==> src/rtl/pipe_ctrl_pkg.sv <==
// Shared definitions for the ID/EX flush controller and its NPU watchdog:
// FSM state encoding, counter widths and the counter type.
package pipe_ctrl_pkg;

  // Flush and NPU-ack counters. The parameter ranges (1..15) keep them from wrapping.
  localparam int CNT_W = 4;

  // NPU watchdog cycle counter width.
  localparam int WD_W = 8;

  typedef logic [CNT_W-1:0] cnt_t;

  typedef enum logic [1:0] {
    IDLE    = 2'd0,
    FLUSH   = 2'd1,
    NPU_RUN = 2'd2
  } state_t;

endpackage

==> src/rtl/npu_watchdog.sv <==
// NPU sequence watchdog. It counts cycles spent in NPU_RUN and restarts the
// count on every ack. It asserts expire for one cycle when TMO_CYC cycles
// pass without an ack. Only the NPU_TIMEOUT_EN build instantiates it.
module npu_watchdog
  import pipe_ctrl_pkg::*;
#(
  parameter int TMO_CYC = 255
) (
  input  logic clk,
  input  logic reset_n,
  input  logic run,
  input  logic ack,
  output logic expire
);

  // The count is 0 in the first NPU_RUN cycle, so expiry falls on cycle TMO_CYC.
  localparam logic [WD_W-1:0] LIMIT = WD_W'(TMO_CYC - 1);

  logic [WD_W-1:0] wd_cnt;

  // Cycle counter: held at zero outside NPU_RUN and restarted by each ack.
  always_ff @(posedge clk or negedge reset_n) begin
    if (!reset_n) begin
      wd_cnt <= '0;
    end else if (!run || ack) begin
      wd_cnt <= '0;
    end else begin
      wd_cnt <= wd_cnt + 1'b1;
    end
  end

  // An ack in the limit cycle counts as progress, so it suppresses expiry.
  assign expire = run & ~ack & (wd_cnt == LIMIT);

endmodule

==> src/rtl/id_ex_flush_ctrl.sv <==
// ID/EX flush controller. It zeroes the ID/EX control bundle on a branch
// mispredict and for FLUSH_CYC-1 more cycles. It also sequences multi-cycle
// NPU operations, stalling IF/ID until MATR_N acks arrive.
// Optional feature: define NPU_TIMEOUT_EN to add the npu_watchdog abort path
// and the npu_tmo pulse. Without it, npu_tmo is tied low.
module id_ex_flush_ctrl
  import pipe_ctrl_pkg::*;
#(
  parameter int CTRL_W    = 6,
  parameter int FLUSH_CYC = 1,
  parameter int MATR_N    = 2,
  parameter int TMO_CYC   = 255
) (
  input  logic              clk,
  input  logic              reset_n,
  input  logic              flush,
  input  logic              hit,
  input  logic [CTRL_W-1:0] id_ex_ctrl,
  input  logic              en_npu,
  input  logic              ack,
  output logic [CTRL_W-1:0] id_ex_f_ctrl,
  output logic              bubble,
  output logic              stall_if_id,
  output logic              npu_busy,
  output logic              npu_tmo
);

  localparam cnt_t FLUSH_LOAD = cnt_t'(FLUSH_CYC - 1);
  localparam cnt_t ACK_LAST   = cnt_t'(MATR_N - 1);

  state_t state;
  cnt_t   flush_cnt;
  cnt_t   ack_cnt;
  logic   mispredict;
  logic   zero_ctrl;
  logic   npu_run;
  logic   wd_expire;

  assign mispredict = flush & ~hit;
  assign npu_run    = (state == NPU_RUN);

  // The zeroing path is purely combinational, so the mispredict cycle and the
  // en_npu request cycle are squashed without waiting for a state change.
  // The path stays live during reset, because reset forces state to IDLE.
  assign zero_ctrl    = mispredict | ((state == IDLE) & en_npu) | (state != IDLE);
  assign id_ex_f_ctrl = zero_ctrl ? '0 : id_ex_ctrl;
  assign bubble       = zero_ctrl;

  // These outputs decode only the state register, so they carry no input-to-output path.
  assign stall_if_id = npu_run;
  assign npu_busy    = npu_run;

`ifdef NPU_TIMEOUT_EN
  // Watchdog aborts an NPU sequence whose acks stop arriving.
  npu_watchdog #(
    .TMO_CYC(TMO_CYC)
  ) u_npu_watchdog (
    .clk    (clk),
    .reset_n(reset_n),
    .run    (npu_run),
    .ack    (ack),
    .expire (wd_expire)
  );
  assign npu_tmo = wd_expire;
`else
  logic unused_tmo_cfg;
  assign unused_tmo_cfg = ^TMO_CYC;
  assign wd_expire      = 1'b0;
  assign npu_tmo        = 1'b0;
`endif

  // Control FSM: IDLE -> FLUSH for multi-cycle bubbles, IDLE -> NPU_RUN for sequences.
  // NOTE: state and counters are flops, so they use non-blocking (<=) assignments.
  // Each flop also gets an explicit reset value, so no cycle starts from X.
  always_ff @(posedge clk or negedge reset_n) begin
    if (!reset_n) begin
      state     <= IDLE;
      flush_cnt <= '0;
      ack_cnt   <= '0;
    end else begin
      unique case (state)
        IDLE: begin
          // A mispredict squashes a same-cycle en_npu; that start came from the wrong path.
          if (mispredict) begin
            if (FLUSH_CYC > 1) begin
              flush_cnt <= FLUSH_LOAD;
              state     <= FLUSH;
            end
          end else if (en_npu) begin
            ack_cnt <= '0;
            state   <= NPU_RUN;
          end
        end
        FLUSH: begin
          flush_cnt <= flush_cnt - 1'b1;
          if (flush_cnt == cnt_t'(1)) begin
            state <= IDLE;
          end
        end
        NPU_RUN: begin
          if (ack) begin
            ack_cnt <= ack_cnt + 1'b1;
            if (ack_cnt == ACK_LAST) begin
              state <= IDLE;
            end
          end else if (wd_expire) begin
            state <= IDLE;
          end
        end
        default: state <= IDLE;
      endcase
    end
  end

endmodule

==> config.mk <==
export PLATFORM = sky130hd
export DESIGN_NAME = id_ex_flush_ctrl
export DESIGN_NICKNAME = d
export VERILOG_FILES = /design/src/rtl/pipe_ctrl_pkg.sv /design/src/rtl/npu_watchdog.sv /design/src/rtl/id_ex_flush_ctrl.sv
export SDC_FILE = /design/constraint.sdc
export NUM_CORES = 1
export LEC_CHECK = 0
export ABC_AREA = 1
export BUFFER_PORTS_ARGS = -buffer_cell sky130_fd_sc_hd__buf_2
export CELL_PAD_IN_SITES_DETAIL_PLACEMENT = 2
export CELL_PAD_IN_SITES_GLOBAL_PLACEMENT = 2
export CORE_MARGIN = 3
export CORE_UTILIZATION = 21
export CTS_CLUSTER_DIAMETER = 200
export CTS_CLUSTER_SIZE = 12
export DETAILED_ROUTE_END_ITERATION = 7
export PLACE_DENSITY_LB_ADDON = 0.1
export SETUP_SLACK_MARGIN = 0.3
export SLEW_MARGIN = 10
export SYNTH_ARGS = -nofsm -noshare
export SYNTH_HDL_FRONTEND = slang
export SYNTH_SLANG_ARGS = --single-unit
==> constraint.sdc <==
create_clock -name clk -period 2.1 [get_ports clk]
set_input_delay 0.42 -clock clk [delete_from_list [all_inputs] [get_ports clk]]
set_output_delay 0.42 -clock clk [all_outputs]
set_load 0.01 [all_outputs]
==> results.toml <==
[status]
status = "complete, no violations"

[synth]
yosys.area.top_type = "dfrtp_1"
synth_cell_types = 17
ys_ff_latch = 5
syn_avg_cell_area_um2 = 6.90
ys.flop_type = "dfrtp_1"
synthTopCellsByArea = "dfrtp_1, inv_1, nor2_1"
yosys_warnings = 0
synth_nets = 68
yosys-top-cells-count = "inv_1, nor2_1, nand2_1"
post-synth-top-count-cell = "inv_1"
synth_edf_count = 0
synth_top_area_share_pct = 33.6
synth-seq-area-share_pct = 33.6
syn_inst = 54
syn_area_um2 = 373
async_flop_share_pct = 100

[routing]
first_pass_iters = 2
via_per_inst = 4.02
vias = 406
drtIter0Drc = 4
drcViolationCount = 0
wl_per_cell_um = 11.1
antenna_left = 0
wirelength_mm = 1.13

[place]
placed_cells_incl_taps = 96
hpwl_um = 958
place.gp.congestion = 0.658
portBuffers = 20

[worst_setup_path]
required_ns = 1.68
reg2reg_slack_ns = 1.01
cp.arrival_ns = 1.20
crit_type = "reg -> out"
end_kind = "output pin"
reg2reg_to = "state[1]$_DFFE_PN0P_"
slowest_delay_ns = 0.41
cp_max_fo = 7
worstReg2RegStart = "ack_cnt[1]$_DFFE_PN0P_"
reg2reg_depth = 5
critPathSlowestCell = "dfrtp_1"
path_cells = "inv_1 > nand3_2 > nor2_1 > buf_2"
cp-start-kind = "flip-flop"

[clock_network]
clock-sinks = 5
cts_tree = "built"
cts_root_buffer = "clkbuf_4"
h-tree-depth = 1
cts_buffer_depth = 2
cts_resized = 0
cts_buffers = 3
clk_pin_slew_ns = 0.04
clk_latency_ns = 0.24
post_cts_buffers = 0

[layout]
area_growth_pct = 40.6
fillers = 212
fin_nets = 92
final_cells = 101
antennaDiodeCount = 0
layout-drive-gt1-share_pct = 40.3
multi_input_area_um2 = 184
regArea_um2 = 125

[floorplan]
die_area_mm2 = 0.00232
start_util_pct = 23.4
core-area_mm2 = 0.00159
core.rowCount = 14
die_x_um = 48.1
num_io_pins = 22
die_h_um = 48.1

[power]
p_per_area_mw_per_mm2 = 1100
p_leak_uw = 0.000316
switching_share_pct = 44.7
p_comb_share_pct = 46.8
peakVddDrop_v = 0.000441
clkPwrFrac_pct = 19.5
p_sw_uw = 258
intPower_uw = 320
p_seq_share_pct = 33.8

[sta]
fin_skew_ns = 0.000171
timing.final.crit_share_pct = 77.0
min_period_ns = 1.62
rsz0062_at_grt = "false"
finalHoldViolations = 0
final_max_slew_viol_count = 0
max_freq_mhz = 619
finalSetupViolCount = 0
finalSetupTns_ns = 0

[global_routing]
grt_pass1_wl_mm = 1.80
grt_max_degree = 8
grtUsageTotal_pct = 11.2
grt_antenna_before_repair = 0
grt_overflow_total = 0
first_global_vias = 439

[min_path]
holdCritPathClass = "in -> async"

[flow_run]
maxCapViolCount = 0
-- critical path, delay by kind of cell, from the launching register on --
kind	cells	cell delay, ns
and+or+nand+nor	2	0.28
buffers and inverters	2	0.27
DFF	1	0.41
-- power by group through the flow --
stage | combinational (uW) | clock, uW | sequential (uW)
after global routing | 317 | 124 | 205
after detailed placement | 273 | 0 | 197
after CTS | 280 | 119 | 197
after global placement | 265 | 0 | 196
final | 270 | 113 | 195
after floorplan | 195 | 0 | 190
-- worst max-delay path by stage --
stage | start | endpoint
2_1_floorplan | state[1]$_DFFE_PN0P_ | id_ex_f_ctrl[0]
3_3_place_gp | flush | id_ex_f_ctrl[0]
3_5_place_dp | hit | id_ex_f_ctrl[4]
4_1_cts | state[1]$_DFFE_PN0P_ | id_ex_f_ctrl[4]
5_1_grt | state[1]$_DFFE_PN0P_ | id_ex_f_ctrl[0]
6_report | state[1]$_DFFE_PN0P_ | id_ex_f_ctrl[4]
-- logic make-up after synthesis --
| family | Yosys count | synth area share, % |
|---|---|---|
| and+or+nand+nor | 27 | 34.2 |
| adders and majority gates | 2 | 6.71 |
| DFF | 5 | 33.6 |
| buffers and inverters | 15 | 17.1 |
| AOI/OAI and AO/OA | 4 | 7.38 |
| other | 1 | 1.01 |
-- placed cells by master (no fill, tap or decap) --
master         instances
nor2_4                 1
ha_1                   2
dlygate4sd3_1          1
nor2_1                11
buf_2                 20
a21oi_2                1
clkbuf_1               1
inv_1                 12
nand2_1                7
a21oi_1                1
nand3_2                1
clkbuf_4               3
inv_2                  1
nand3_1                2
nor3_1                 2
conb_1                 1
o21ai_2                1
o21ai_0                1
nand2_2                3
dfrtp_1                5
-- flip-flops by register name (all words and copies together), names as in the netlist --
| name | count |
|---|---|
| ack_cnt | 4 |
| state | 1 |
-- area by class of cell --
class / count / share of cell area (%)
well taps: 24 / 5.73
repair buffers: 21 / 21.0
multi-input cells: 34 / 35.1
flip-flops and latches: 5 / 23.9
inverters: 13 / 9.31
clock buffers: 4 / 5.01
-- per-layer routing --
layer  track usage [%]  wire length [um]  up-vias
met3              4.43                42        2
met1              14.0               490      194
met5                 0                 0        -
met4              3.23                 5        0
li1                  -                 -      202
met2              17.9               587        8
-- timing repair --
item	4_1_cts	5_1_grt
endpoints found under the hold margin	5	0
setup endpoints to repair	0	0
hold buffers	1	0
-- metrics by stage --
step                      area, um^2  hold slack [ns]  util [%]  setup WS [ns]  power (uW)
after floorplan                  373            0.124         -          0.776         384
after global placement           488            0.245      30.6          0.663         461
after detailed placement         488            0.249      30.6          0.638         470
after CTS                        524            0.523      32.9          0.450         596
after global routing             524            0.534      32.9          0.353         646
final                            524            0.526      32.9          0.484         578
(Power assumes the default switching activity.)
